$ cat src/rtl/display_pkg.sv
// Shared display definitions: hex segment table, digit count, segment
// indices, anode one-cold codes and the registered bus sample type.
package display_pkg;

  localparam int NUM_DIGITS = 4;

  // Segment bit positions within the 7-bit segment bus (a = bit 0).
  typedef enum logic [2:0] {
    SEG_A = 3'd0,
    SEG_B = 3'd1,
    SEG_C = 3'd2,
    SEG_D = 3'd3,
    SEG_E = 3'd4,
    SEG_F = 3'd5,
    SEG_G = 3'd6
  } seg_idx_e;

  // One-cold anode codes; digit 3 is the leftmost digit.
  localparam logic [3:0] AN_DIGIT0 = 4'b1110;
  localparam logic [3:0] AN_DIGIT1 = 4'b1101;
  localparam logic [3:0] AN_DIGIT2 = 4'b1011;
  localparam logic [3:0] AN_DIGIT3 = 4'b0111;

  // Active-high lit segments {g,f,e,d,c,b,a} for hex 0..F (b and d lowercase).
  localparam logic [6:0] SEG_TABLE [16] = '{
    7'h3F, 7'h06, 7'h5B, 7'h4F, 7'h66, 7'h6D, 7'h7D, 7'h07,
    7'h7F, 7'h6F, 7'h77, 7'h7C, 7'h39, 7'h5E, 7'h79, 7'h71
  };

  // One registered snapshot of the display bus (all fields active-low).
  typedef struct packed {
    logic [3:0] an;
    logic [6:0] seg;
    logic       dp;
  } sample_t;

  localparam sample_t SAMPLE_IDLE = '{an: 4'hF, seg: 7'h7F, dp: 1'b1};

  // True when exactly one digit is enabled.
  function automatic logic an_is_digit(input logic [3:0] an);
    return (an == AN_DIGIT0) || (an == AN_DIGIT1) ||
           (an == AN_DIGIT2) || (an == AN_DIGIT3);
  endfunction

  // Slot index of the enabled digit; only meaningful when an_is_digit holds.
  function automatic logic [1:0] an_slot(input logic [3:0] an);
    logic [1:0] slot;
    slot = 2'd0;
    case (an)
      AN_DIGIT1: slot = 2'd1;
      AN_DIGIT2: slot = 2'd2;
      AN_DIGIT3: slot = 2'd3;
      default:   slot = 2'd0;
    endcase
    return slot;
  endfunction

endpackage

$ cat src/rtl/seg_decoder.sv
// Combinational decode of an active-low 7-segment pattern back to a hex nibble.
module seg_decoder
  import display_pkg::*;
(
  input  logic [6:0] seg,
  output logic [3:0] nibble,
  output logic       hit
);

  logic [6:0]  seg_on;
  logic [15:0] match;

  assign seg_on = ~seg;

  for (genvar gi = 0; gi < 16; gi++) begin : g_match
    assign match[gi] = (seg_on == SEG_TABLE[gi]);
  end

  // Table entries are distinct, so at most one match bit is ever set.
  always_comb begin
    nibble = 4'h0;
    hit    = 1'b0;
    for (int i = 0; i < 16; i++) begin
      if (match[i]) begin
        nibble = 4'(i);
        hit    = 1'b1;
      end
    end
  end

endmodule

$ cat src/rtl/display_capture.sv
// Reads a multiplexed 4-digit 7-segment scan and rebuilds the 16-bit hex
// value and decimal-point mask it shows. A digit is captured once after it
// has been stable for STABLE_CYCLES samples; a frame is published once all
// four digit slots have been captured.
module display_capture
  import display_pkg::*;
#(
  parameter int STABLE_CYCLES = 4
) (
  input  logic        clk,
  input  logic        rst_n,
  input  logic [3:0]  an,
  input  logic [6:0]  seg,
  input  logic        dp,
  output logic [15:0] value,
  output logic [3:0]  dp_mask,
  output logic        value_valid,
  output logic        digit_err
);

  localparam logic [7:0] STABLE_LIMIT = 8'(STABLE_CYCLES);

  sample_t sample_reg;
  sample_t prev_reg;
  logic [7:0] dwell_reg;
  logic sample_digit;
  logic sample_same;
  logic capture;

  logic [3:0] dec_nibble;
  logic       dec_hit;

  logic       cap_reg;
  logic       cap_hit_reg;
  logic [3:0] cap_nibble_reg;
  logic [1:0] cap_slot_reg;
  logic       cap_dp_reg;

  logic [3:0]            slot_nib_reg [NUM_DIGITS];
  logic [NUM_DIGITS-1:0] slot_dp_reg;
  logic [NUM_DIGITS-1:0] seen_reg;
  logic [NUM_DIGITS-1:0] seen_next;
  logic                  frame_done;
  logic [15:0]           assembled;

  assign sample_digit = an_is_digit(sample_reg.an);
  assign sample_same  = (sample_reg == prev_reg);
  // Fires on the single edge where the dwell count reaches the limit.
  assign capture      = sample_digit && sample_same && (dwell_reg == STABLE_LIMIT - 8'd1);
  assign frame_done   = (seen_reg == {NUM_DIGITS{1'b1}});

  seg_decoder u_dec (
    .seg    (sample_reg.seg),
    .nibble (dec_nibble),
    .hit    (dec_hit)
  );

  for (genvar gi = 0; gi < NUM_DIGITS; gi++) begin : g_assemble
    assign assembled[gi*4 +: 4] = slot_nib_reg[gi];
  end

  // Sample the bus once and count how long the current digit has held.
  always_ff @(posedge clk) begin
    if (!rst_n) begin
      sample_reg <= SAMPLE_IDLE;
      prev_reg   <= SAMPLE_IDLE;
      dwell_reg  <= 8'd0;
    end else begin
      sample_reg <= '{an: an, seg: seg, dp: dp};
      prev_reg   <= sample_reg;
      if (!sample_digit) begin
        dwell_reg <= 8'd0;
      end else if (!sample_same) begin
        dwell_reg <= 8'd1;
      end else if (dwell_reg < STABLE_LIMIT) begin
        dwell_reg <= dwell_reg + 8'd1;
      end
    end
  end

  // Decode register: latch the captured digit and flag undecodable patterns.
  always_ff @(posedge clk) begin
    if (!rst_n) begin
      cap_reg        <= 1'b0;
      cap_hit_reg    <= 1'b0;
      cap_nibble_reg <= 4'h0;
      cap_slot_reg   <= 2'd0;
      cap_dp_reg     <= 1'b0;
      digit_err      <= 1'b0;
    end else begin
      cap_reg        <= capture;
      cap_hit_reg    <= dec_hit;
      cap_nibble_reg <= dec_nibble;
      cap_slot_reg   <= an_slot(sample_reg.an);
      cap_dp_reg     <= ~sample_reg.dp;
      digit_err      <= capture && !dec_hit;
    end
  end

  // A completed frame clears the seen set; a capture landing the same cycle starts the next one.
  always_comb begin
    seen_next = frame_done ? '0 : seen_reg;
    if (cap_reg && cap_hit_reg) begin
      seen_next[cap_slot_reg] = 1'b1;
    end
  end

  // Slot storage and frame publication.
  always_ff @(posedge clk) begin
    if (!rst_n) begin
      for (int i = 0; i < NUM_DIGITS; i++) begin
        slot_nib_reg[i] <= 4'h0;
      end
      slot_dp_reg <= '0;
      seen_reg    <= '0;
      value       <= 16'h0000;
      dp_mask     <= 4'h0;
      value_valid <= 1'b0;
    end else begin
      seen_reg    <= seen_next;
      value_valid <= frame_done;
      if (frame_done) begin
        value   <= assembled;
        dp_mask <= slot_dp_reg;
      end
      if (cap_reg && cap_hit_reg) begin
        slot_nib_reg[cap_slot_reg] <= cap_nibble_reg;
        slot_dp_reg[cap_slot_reg]  <= cap_dp_reg;
      end
    end
  end

endmodule

$ cat config.mk
export PLATFORM = sky130hd
export DESIGN_NAME = display_capture
export DESIGN_NICKNAME = d
export VERILOG_FILES = /design/src/rtl/display_pkg.sv /design/src/rtl/seg_decoder.sv /design/src/rtl/display_capture.sv
export SDC_FILE = /design/constraint.sdc
export NUM_CORES = 1
export LEC_CHECK = 0
export ABC_AREA = 0
export ABC_CLOCK_PERIOD_IN_PS = 2250
export CORE_MARGIN = 8
export CORE_UTILIZATION = 35
export CTS_CLUSTER_DIAMETER = 80
export DETAILED_ROUTE_END_ITERATION = 6
export MAX_ROUTING_LAYER = met4
export PLACE_DENSITY_LB_ADDON = 0.3
export SLEW_MARGIN = 0
export SYNTH_ARGS = -nofsm -noshare
export SYNTH_HDL_FRONTEND = slang
export SYNTH_HIERARCHICAL = 1
export SYNTH_SLANG_ARGS = --single-unit
$ cat constraint.sdc
create_clock -name clk -period 2.25 [get_ports clk]
set_clock_uncertainty 0.15 [all_clocks]
set_input_delay 0.5625 -clock clk [delete_from_list [all_inputs] [get_ports clk]]
set_output_delay 0.5625 -clock clk [all_outputs]
set_load 0.02 [all_outputs]
==> reports/metrics.yaml, run 1 <==
outcome:
  status: "finished clean"
synthesis:
  synth_area_mm2: 0.00345
  yosysTopAreaCell: "dfxtp_1"
  syn_inst: 350
  synth.yosys.warnings: 6
  synth_top_family_by_area: "simple AND/OR/NAND/NOR gates"
  postSynthAreaPerCell_um2: 9.86
  synth_top_area_frac: 0.412
  synth_seq_cells: 87
  synthXorXnorAreaFrac: 0.0406
  ys_async_sr_fraction: 0
  netlist_top_cells_area: "dfxtp_1 41%, edfxtp_1 14%, nand2_1 6.2%"
  ys_top_cells_by_count: "71 x dfxtp_1, 57 x nand2_1, 26 x nand2b_1"
  synthSimpleGateAreaFrac: 0.261
  synthMuxAreaShare: 0.00870
  yosysSeqAreaShare: 0.551
  ys_types: 45
  yosys_most_used_dff: "dfxtp_1"
  syn_nets: 365
  synth_edf_count: 16
  synth_fa_ha_area_frac: 0.00362
  yosys.cell_count.top_type: "dfxtp_1"
  synth_compound_area_frac: 0.0935
sta:
  hold_ws_ns: 0.290
  slew_violations: 0
  hold_viol_final: 0
  rsz0062_at_grt: "no"
  fmax_ghz: 0.495
  finalCritPeriodShare: 0.897
  fin_crit_ns: 2.02
  setup-violations-final: 0
  worstMarginPinSlew_ns: 0.674
  setup_tns_ns: 0
  slew_headroom: 0.546
route:
  drt-pass1-iter-count: 4
  drc_errors: 0
  vias_per_cell: 4.58
  dr_total_vias: 2364
  routed_wl_um: 6100
  drtIter0Drc: 83
  wl_per_cell_um: 11.8
  drtAntennaViolNets: 0
cts:
  clk_latency_ns: 0.35
  clockBufferDepth: 2
  cts_buffers: 9
  clk_pin_slew_ns: 0.09
  cts.sinks: 87
  postCtsSetupBuffers: 0
  tritoncts: "done"
  cts.repair.resized: 0
  cts_hold_buf: 0
  root_buffer: "clkbuf_8"
  cts.htree.levels: 3
setup_path:
  crit_family: "buffers and inverters"
  critPathArrivalTime_ns: 1.31
  cpPeakStageDelay_ns: 0.61
  path_cells: "clkdlybuf4s50_1"
  path_class: "reg -> out"
  worst-path-buf-inv: 1
  worstSetupEndpointType: "primary output"
  start_kind: "flip-flop"
  worstPathRequired_ns: 1.54
  crit_slowest_cell: "clkdlybuf4s50_1"
  critPathMaxFanout: 2
power_and_ir_drop:
  leakagePower_nw: 1.43
  p_per_area_mw_per_mm2: 705
  vdd_drop_max_v: 0.000345
global_route:
  grt_usage: 0.101
  first_global_vias: 2308
  grt_antenna_before_repair: 0
  overflow: 0
  grt_max_degree: 25
  grt_pass1_wl_um: 10400
worst_hold_path:
  hp-class: "reg -> reg"
floorplan:
  die-area_mm2: 0.0133
  core_mm2: 0.00968
  die_w_um: 115
  die_y_um: 115
  start_util: 0.356
  fp-row-count: 36
  ios: 36
job:
  drv_cap: 0
cells_and_area:
  final_net_count: 393
  antenna_cells: 0
  areaGrowthSynthToFinish_pct: 18.4
  drive_above_1_share: 0.0783
placement:
  port_buffers: 35
  hpwlAfterDp_um: 4380
  place.gp.congestion: 0.772
## area by class of cell
| type | instances | area, um^2 |
|---|---|---|
| tap | 133 | 166 |
| timing repair buffer | 39 | 375 |
| sequential | 87 | 1900 |
| clock buffer | 9 | 124 |
| multi-input combinational | 232 | 1410 |
| clock inverter | 7 | 80.1 |
| inverter | 9 | 33.8 |
| fill | 936 | 5600 |
## per-stage QoR
stage                     power, W  instances  setup slack, ns   util  cell area [um^2]
final                      0.00288        516            0.231  0.422              4090
after CTS                  0.00292        516            0.202  0.422              4090
after detailed placement   0.00183        500            0.334  0.401              3880
after floorplan            0.00179        350            0.576      -              3450
after global placement     0.00183        500            0.391  0.401              3880
after global routing       0.00302        516            0.153  0.422              4090
## worst paths after layout
check                     start      endpoint  slack [ns]  cells past startpoint
setup / recovery       value[0]      value[0]        0.23                      1
hold / removal     dwell_reg[6]  dwell_reg[6]        0.29                      2
setup reg to reg  sample_reg[2]     digit_err        0.31                      5
hold reg to reg    dwell_reg[6]  dwell_reg[6]        0.29                      2
## where the power goes
part           switching, W  total [W]  internal (W)
Clock              0.000562    0.00109      0.000526
Sequential        0.0000453    0.00166       0.00162
Combinational     0.0000599   0.000132     0.0000721
## layer usage
layer / global-route usage / wire (um)
met1: 0.114 / 2850
met2: 0.164 / 2820
met3: 0.0310 / 364
met4: 0.0429 / 65
met5: - / 0
## cells in the final DEF (no fill, tap or decap), types with 2 or more instances in the layout
cell type,synthesis,layout
a31oi_1,2,2
dfxtp_1,71,71
clkbuf_8,0,9
nand3_1,7,7
a21boi_0,22,22
clkinv_4,0,2
nor2b_1,3,3
a32o_1,2,2
mux2i_1,3,3
buf_4,0,4
nand2b_1,26,26
and2_1,19,19
nor3b_1,3,3
nor2_1,13,13
o22ai_1,2,2
edfxtp_1,16,16
xor2_1,13,13
inv_1,9,9
clkdlybuf4s50_1,0,34
and3_1,2,2
xnor2_1,3,3
nor4_2,3,3
nand4_1,4,4
nor4_1,3,3
a31o_2,2,2
nand2_1,57,57
nand4b_1,4,4
nor3_1,12,12
a21oi_1,4,4
o21ai_0,7,7
## kinds of logic (layout without fill, tap and decap cells)
logic type,count (synthesis),count (layout)
and+or+nand+nor,166,166
DFF,87,87
AOI/OAI and AO/OA,46,46
buffers and inverters,31,64
xor gates and xnor gates,16,16
muxes,3,3
adders and majority gates,1,1
## tightest hold or removal path, stage by stage, from the launching register on
cell	delay [ns]
dfxtp_1	0.31
inv_1	0.05
nor3_1	0.04
(Power assumes the default switching activity.)
==> run 2, diff against run 1 <==
--- a/config.mk
+++ b/config.mk
@@ -20 +20,2 @@
 export SYNTH_SLANG_ARGS = --single-unit
+export TNS_END_PERCENT = 30
--- a/constraint.sdc
+++ b/constraint.sdc
@@ -4,2 +4,2 @@
 set_output_delay 0.5625 -clock clk [all_outputs]
-set_load 0.02 [all_outputs]
+set_load 0.1 [all_outputs]
==> reports/metrics.yaml, run 2 (synthesized netlist as in run 1, its figures left out) <==
setup_path:
  path_class: "reg -> reg"  # was reg -> out
  worstSetupEndpointType: "flip-flop"  # was primary output
  worstPathRequired_ns: 2.34  # was 1.54 ns
  critPathArrivalTime_ns: 2.06  # was 1.31 ns
  critPathMaxFanout: 17  # was 2
  start_kind: "flip-flop"  # unchanged
global_route:
  grt_usage: 0.106  # was 0.101
  first_global_vias: 2345  # was 2,308
  overflow: 0  # unchanged
  grt_pass1_wl_um: 10900  # was 10,400 um
  grt_antenna_before_repair: 0  # unchanged
  grt_max_degree: 25  # unchanged
floorplan:
  die_y_um: 115  # unchanged
  core_mm2: 0.00968  # unchanged
  die-area_mm2: 0.0133  # unchanged
  start_util: 0.356  # unchanged
  die_w_um: 115  # unchanged
  ios: 36  # unchanged
  fp-row-count: 36  # unchanged
cells_and_area:
  final_net_count: 393  # unchanged
  layout_common_cells: "71 x dfxtp_1, 57 x nand2_1, 26 x nand2b_1, 26 x buf_4, 22 x a21boi_0"  # was 71 x dfxtp_1, 57 x nand2_1, 34 x clkdlybuf4s50_1, 26 x nand2b_1, 22 x a21boi_0
  final_util: 0.416  # was 0.422
  drive_above_1_share: 0.133  # was 0.0783
  register_area_mm2: 0.00190  # unchanged
  fillCellCount: 969  # was 936
  multi_input_area_mm2: 0.00141  # unchanged
  layout_commonest_cell: "dfxtp_1"  # unchanged
  areaGrowthSynthToFinish_pct: 16.6  # was 18.4%
  antenna_cells: 0  # unchanged
route:
  drtIter0Drc: 153  # was 83
  drc_errors: 0  # unchanged
  drt-pass1-iter-count: 4  # unchanged
  routed_wl_um: 6300  # was 6100 um
  drtAntennaViolNets: 0  # unchanged
  wl_per_cell_um: 12.2  # was 11.8 um
  dr_total_vias: 2370  # was 2,364
  vias_per_cell: 4.59  # was 4.58
power_and_ir_drop:
  vdd_drop_max_v: 0.000420  # was 0.000345 V
  p_per_area_mw_per_mm2: 711  # was 705 mW/mm^2
  leakagePower_nw: 1.47  # was 1.43 nW
sta:
  slew_headroom: 0.515  # was 0.546
  setup-violations-final: 0  # unchanged
  finalCritPeriodShare: 0.875  # was 0.897
  hold_ws_ns: 0.288  # was 0.290 ns
  slew_violations: 0  # unchanged
  worstMarginPinSlew_ns: 0.720  # was 0.674 ns
  fmax_ghz: 0.508  # was 0.495 GHz
  fin_crit_ns: 1.97  # was 2.02 ns
  setup_tns_ns: 0  # unchanged
  rsz0062_at_grt: "no"  # unchanged
  hold_viol_final: 0  # unchanged
cts:
  cts_hold_buf: 0  # unchanged
  tritoncts: "done"  # unchanged
  clk_pin_slew_ns: 0.08  # was 0.09 ns
  clk_latency_ns: 0.34  # was 0.35 ns
  root_buffer: "clkbuf_8"  # unchanged
  postCtsSetupBuffers: 0  # unchanged
  clockBufferDepth: 2  # unchanged
  cts_buffers: 9  # unchanged
  cts.htree.levels: 3  # unchanged
  cts.sinks: 87  # unchanged
  cts.repair.resized: 0  # unchanged
outcome:
  status: "finished clean"  # unchanged
placement:
  hpwlAfterDp_um: 4280  # was 4380 um
  port_buffers: 35  # unchanged
  place.gp.congestion: 0.781  # was 0.772
job:
  drv_cap: 0  # unchanged
worst_hold_path:
  hp-class: "reg -> reg"  # unchanged
## run 2: path summary, 6_finish.rpt
| check | start | endpoint | slack, ns | cells after the start |
|---|---|---|---|---|
| worst max-delay path | sample_reg[2] | dwell_reg[0] | 0.28 | 4 |
| worst min-delay path | dwell_reg[6] | dwell_reg[6] | 0.29 | 2 |
| worst max register to register | sample_reg[2] | dwell_reg[0] | 0.28 | 4 |
| worst min register to register | dwell_reg[6] | dwell_reg[6] | 0.29 | 2 |
## run 2: layout make-up
cell class	instances	share of cell area
Sequential cell	87	0.473
Multi-Input combinational cell	232	0.350
Timing Repair Buffer	39	0.0796
Tap cell	133	0.0414
Clock buffer	10	0.0317
Clock inverter	6	0.0168
Inverter	9	0.00840
## run 2: critical path, stage by stage (launching register included)
cell and delay (ns):
dfxtp_1 0.67, xor2_1 0.17, nor4_2 0.34, nand3_2 0.26
o21ba_2 0.27
## run 2: metrics by stage
stage / total power [W] / instance area [um^2] / cells / setup WS, ns
3_3_place_gp: 0.00183 / 3830 / 500 / 0.389
4_1_cts: 0.00291 / 4020 / 516 / 0.258
6_report: 0.00286 / 4020 / 516 / 0.282
3_5_place_dp: 0.00183 / 3830 / 500 / 0.330
2_1_floorplan: 0.00179 / 3450 / 350 / 0.576
5_1_grt: 0.00298 / 4020 / 516 / 0.0568
## run 2: where the power goes
part	switching (W)	leakage, nW	internal [W]
Combinational	0.0000611	0.628	0.0000721
Clock	0.000547	0.0933	0.000519
Sequential	0.0000462	0.744	0.00162
## run 2: layer usage
layer | track usage | vias up | routed length, um
met4 | 0.0447 | 0 | 82
met1 | 0.121 | 1079 | 2960
met3 | 0.0368 | 7 | 332
met5 | - | - | 0
met2 | 0.166 | 52 | 2930
li1 | - | 1232 | -
==> RTL edit 1 (config.mk and constraints of run 2) <==
Make the reset (`rst_n`) asynchronous in 3 clocked blocks.
--- a/src/rtl/display_capture.sv
+++ b/src/rtl/display_capture.sv
@@ -60,7 +60,7 @@
   end
 
   // Sample the bus once and count how long the current digit has held.
-  always_ff @(posedge clk) begin
+  always_ff @(posedge clk or negedge rst_n) begin
     if (!rst_n) begin
       sample_reg <= SAMPLE_IDLE;
       prev_reg   <= SAMPLE_IDLE;
@@ -79,7 +79,7 @@
   end
 
   // Decode register: latch the captured digit and flag undecodable patterns.
-  always_ff @(posedge clk) begin
+  always_ff @(posedge clk or negedge rst_n) begin
     if (!rst_n) begin
       cap_reg        <= 1'b0;
       cap_hit_reg    <= 1'b0;
@@ -106,7 +106,7 @@
   end
 
   // Slot storage and frame publication.
-  always_ff @(posedge clk) begin
+  always_ff @(posedge clk or negedge rst_n) begin
     if (!rst_n) begin
       for (int i = 0; i < NUM_DIGITS; i++) begin
         slot_nib_reg[i] <= 4'h0;
Function: differs if rst_n is asserted again (counterexample within 10 cycles, from zero or initial values and one cycle with rst_n low); with rst_n held inactive, the same outputs for 10 cycles.
==> RTL edit 1 against run 2 <==
  * Setup slack got worse by 73 ps
  * Fmax decreased by 3.6%
  * Largest power group unchanged
  * Wire length decreased by 3.3%
  * Sequential cell count unchanged
  * Synthesized cell count decreased by 20%
  * Highest routed layer unchanged
  * Global-route usage decreased by 0.11 points
  * Area after synthesis decreased by 1.7%
  * Total power increased by 0.65%
  * Final area increased by 1.2%
==> RTL edit 1: results <==
[placement]
placed_cell_area_um2 = 3860
dp_hpwl_um = 4230
dp.cells = 444
globalplace.congestion = 0.896
dp_worst_setup_slack_ps = 228

[worst_setup_path]
arrival_ps = 2150
crit_start = sample_reg[2]
rr_worst_depth = 6
crit_path_end = digit_err
crit_fanout = 12

[pwr]
ir_drop_uv = 470
p_leak_nw = 2.00
p_sw_share_pct = 23.8

[synth]
syn_area_per_cell_um2 = 12.1
async_flop_share_pct = 100
ys_seq_area_share_pct = 65.0
synth-xor-area-share_pct = 4.13
synth_area_leaders = dfrtp_1 (46%), dfstp_2 (19%), nand2_1 (7.6%)
ys_top_cells_by_count = nand2_1 (69), dfrtp_1 (63), dfstp_2 (24)
synth_nets = 295
synth_cell_types = 39
synth_fa_ha_area_share_pct = 0.369
ys.flop_type = dfrtp_1
synth_mux_area_share_pct = 7.26

[sta]
holdWs_ps = 247
tightest_slew_ps = 637
fmax_mhz = 490

[min_path]
min_from = sample_reg[0]
whs_endpoint = prev_reg[0]

[grt]
grt_usage_pct = 10.5
grt_max_degree = 33
grt_pass1_wl_um = 10500
grt_pass1_vias = 2162

[die]
fp.dieArea_um2 = 13100

[route]
vias = 2146

[finish]
final_layout_size_suffix_gt1_share_pct = 29.6
nMultiInputCombCells = 182
nonClkBufAreaFrac_pct = 8.66
inv_count = 2
clk_share_pct = 5.01
seq_share_pct = 54.2
multi_input_area_share_pct = 27.9
n_all_buffers = 41
fin_nets = 338
fillCellCount = 911

[clock_network]
clk_latency_ps = 360
cts_hold_buf = 1

[outcome]
status = finished clean
## RTL edit 1: cell count changes after synthesis, moves of 12 or more
cell      change
nand2b_1     -26
dfxtp_1      -71
dfstp_2      +24
mux2_2       +21
edfxtp_1     -16
dfrtp_1      +63
a21boi_0     -22
nand2_1      +12
and2_1       -17
## RTL edit 1: per-layer routing
metal	up-vias	GRT usage, %	wire (um)
li1	1037	-	-
met1	1038	12.5	2790
met2	57	15.4	2790
met3	14	3.80	372
met4	0	4.97	138
met5	-	-	0
## RTL edit 1: power groups by stage
stage               logic, mW  clock network, mW  registers [mW]
floorplan              0.0688                  0            1.66
global placement        0.129                  0            1.68
detailed placement      0.131                  0            1.68
CTS                     0.133               1.15            1.65
global route            0.147               1.21            1.66
finish                  0.129               1.10            1.65
## RTL edit 1: critical path: stages, from the launching register on
cell and delay, ps:
dfstp_2 650, nor2_1 140, and4b_2 250, o21ai_0 200, and2_1 190, nand3_2 90, nor4_2 290
==> RTL edit 2 (flow settings as in run 2) <==
Without the edit above. Register the output `dp_mask` once more; this adds one clock of latency there. The other outputs are not delayed to match.
--- a/src/rtl/display_capture.sv
+++ b/src/rtl/display_capture.sv
@@ -19,6 +19,8 @@
 );
 
   localparam logic [7:0] STABLE_LIMIT = 8'(STABLE_CYCLES);
+
+  logic [3:0] dp_mask_s0;
 
   sample_t sample_reg;
   sample_t prev_reg;
@@ -114,14 +116,14 @@
       slot_dp_reg <= '0;
       seen_reg    <= '0;
       value       <= 16'h0000;
-      dp_mask     <= 4'h0;
+      dp_mask_s0  <= 4'h0;
       value_valid <= 1'b0;
     end else begin
       seen_reg    <= seen_next;
       value_valid <= frame_done;
       if (frame_done) begin
         value   <= assembled;
-        dp_mask <= slot_dp_reg;
+        dp_mask_s0 <= slot_dp_reg;
       end
       if (cap_reg && cap_hit_reg) begin
         slot_nib_reg[cap_slot_reg] <= cap_nibble_reg;
@@ -130,5 +132,9 @@
     end
   end
 
+  always_ff @(posedge clk) begin
+    dp_mask <= dp_mask_s0;
+  end
+
 endmodule
 
Check against the original RTL: same outputs for any inputs over 10 cycles, from zero or initial values and one cycle with rst_n low; that may be too few to reach the edited logic, so the function may still have changed.
==> RTL edit 2 against run 2 <==
  * Final area is 2.1% higher
  * Area after synthesis increased by 2.2%
  * Wire length decreased by 3.4%
  * Synthesized cell count increased by 1.1%
  * Clock power down 6%
  * Setup slack improved by 67 ps
  * Total power grew 0.66%
  * Sequential cell count increased by 4
  * Critical path type unchanged
  * Largest cell class unchanged
  * Highest routed layer unchanged
==> RTL edit 2: results <==
[synth]
synth_nets = 369
synth_area_leaders = dfxtp_1 (43%), edfxtp_1 (14%), nand2_1 (6.0%)
synth_fa_ha_area_share_pct = 0.354
synth_mux_area_share_pct = 0.851
synth_compound_area_share_pct = 9.15

[finish]
fin_cells = 521
fin_nets = 398

[route]
wl_um = 6080
viasPerCell = 4.47
dr.first_iter.drc_count = 124
wl_met2_um = 2810

[worst_setup_path]
slowest_delay_ps = 640
rr_worst_depth = 5
arrival_ps = 2020
rrSetupSlack_ps = 350
crit_start = sample_reg[3]

[placement]
dp_worst_setup_slack_ps = 384
placed_cell_area_um2 = 3920
globalplace.congestion = 0.822

[sta]
holdWs_ps = 206
tightest_slew_ps = 705

[outcome]
status = finished clean

[grt]
grt_use_met1_pct = 11.2
grt_use_met3_pct = 3.15
grt_pass1_vias = 2213

[pwr]
clkPwrFrac_pct = 35.2
p_leak_nw = 1.50
seqPwrFrac_pct = 60.0
internal_power_mw = 2.20
ir_drop_uv = 336
seq_cell_power_mw = 1.73
-- RTL edit 2: cell count changes after synthesis --
| cell | before | now |
|---|---|---|
| o21ai_0 | 7 | 9 |
| nand2b_1 | 26 | 27 |
| dfxtp_1 | 71 | 75 |
| clkbuf_1 | 15 | 14 |
| a32o_1 | 2 | 1 |
| nand4b_1 | 4 | 3 |
| and2_1 | 19 | 22 |
| nor2_1 | 13 | 12 |
| nor3b_1 | 3 | 2 |
| nand2_1 | 57 | 56 |
-- RTL edit 2: area by class of cell --
| cell class | count | area, um^2 | share of cell area, % |
|---|---|---|---|
| inverter | 9 | 33.8 | 0.823 |
| clock buffer | 10 | 138 | 3.35 |
| multi-input combinational | 233 | 1410 | 34.3 |
| clock inverter | 6 | 46.3 | 1.13 |
| timing repair buffer | 39 | 333 | 8.10 |
| sequential | 91 | 1980 | 48.3 |
| tap | 133 | 166 | 4.05 |
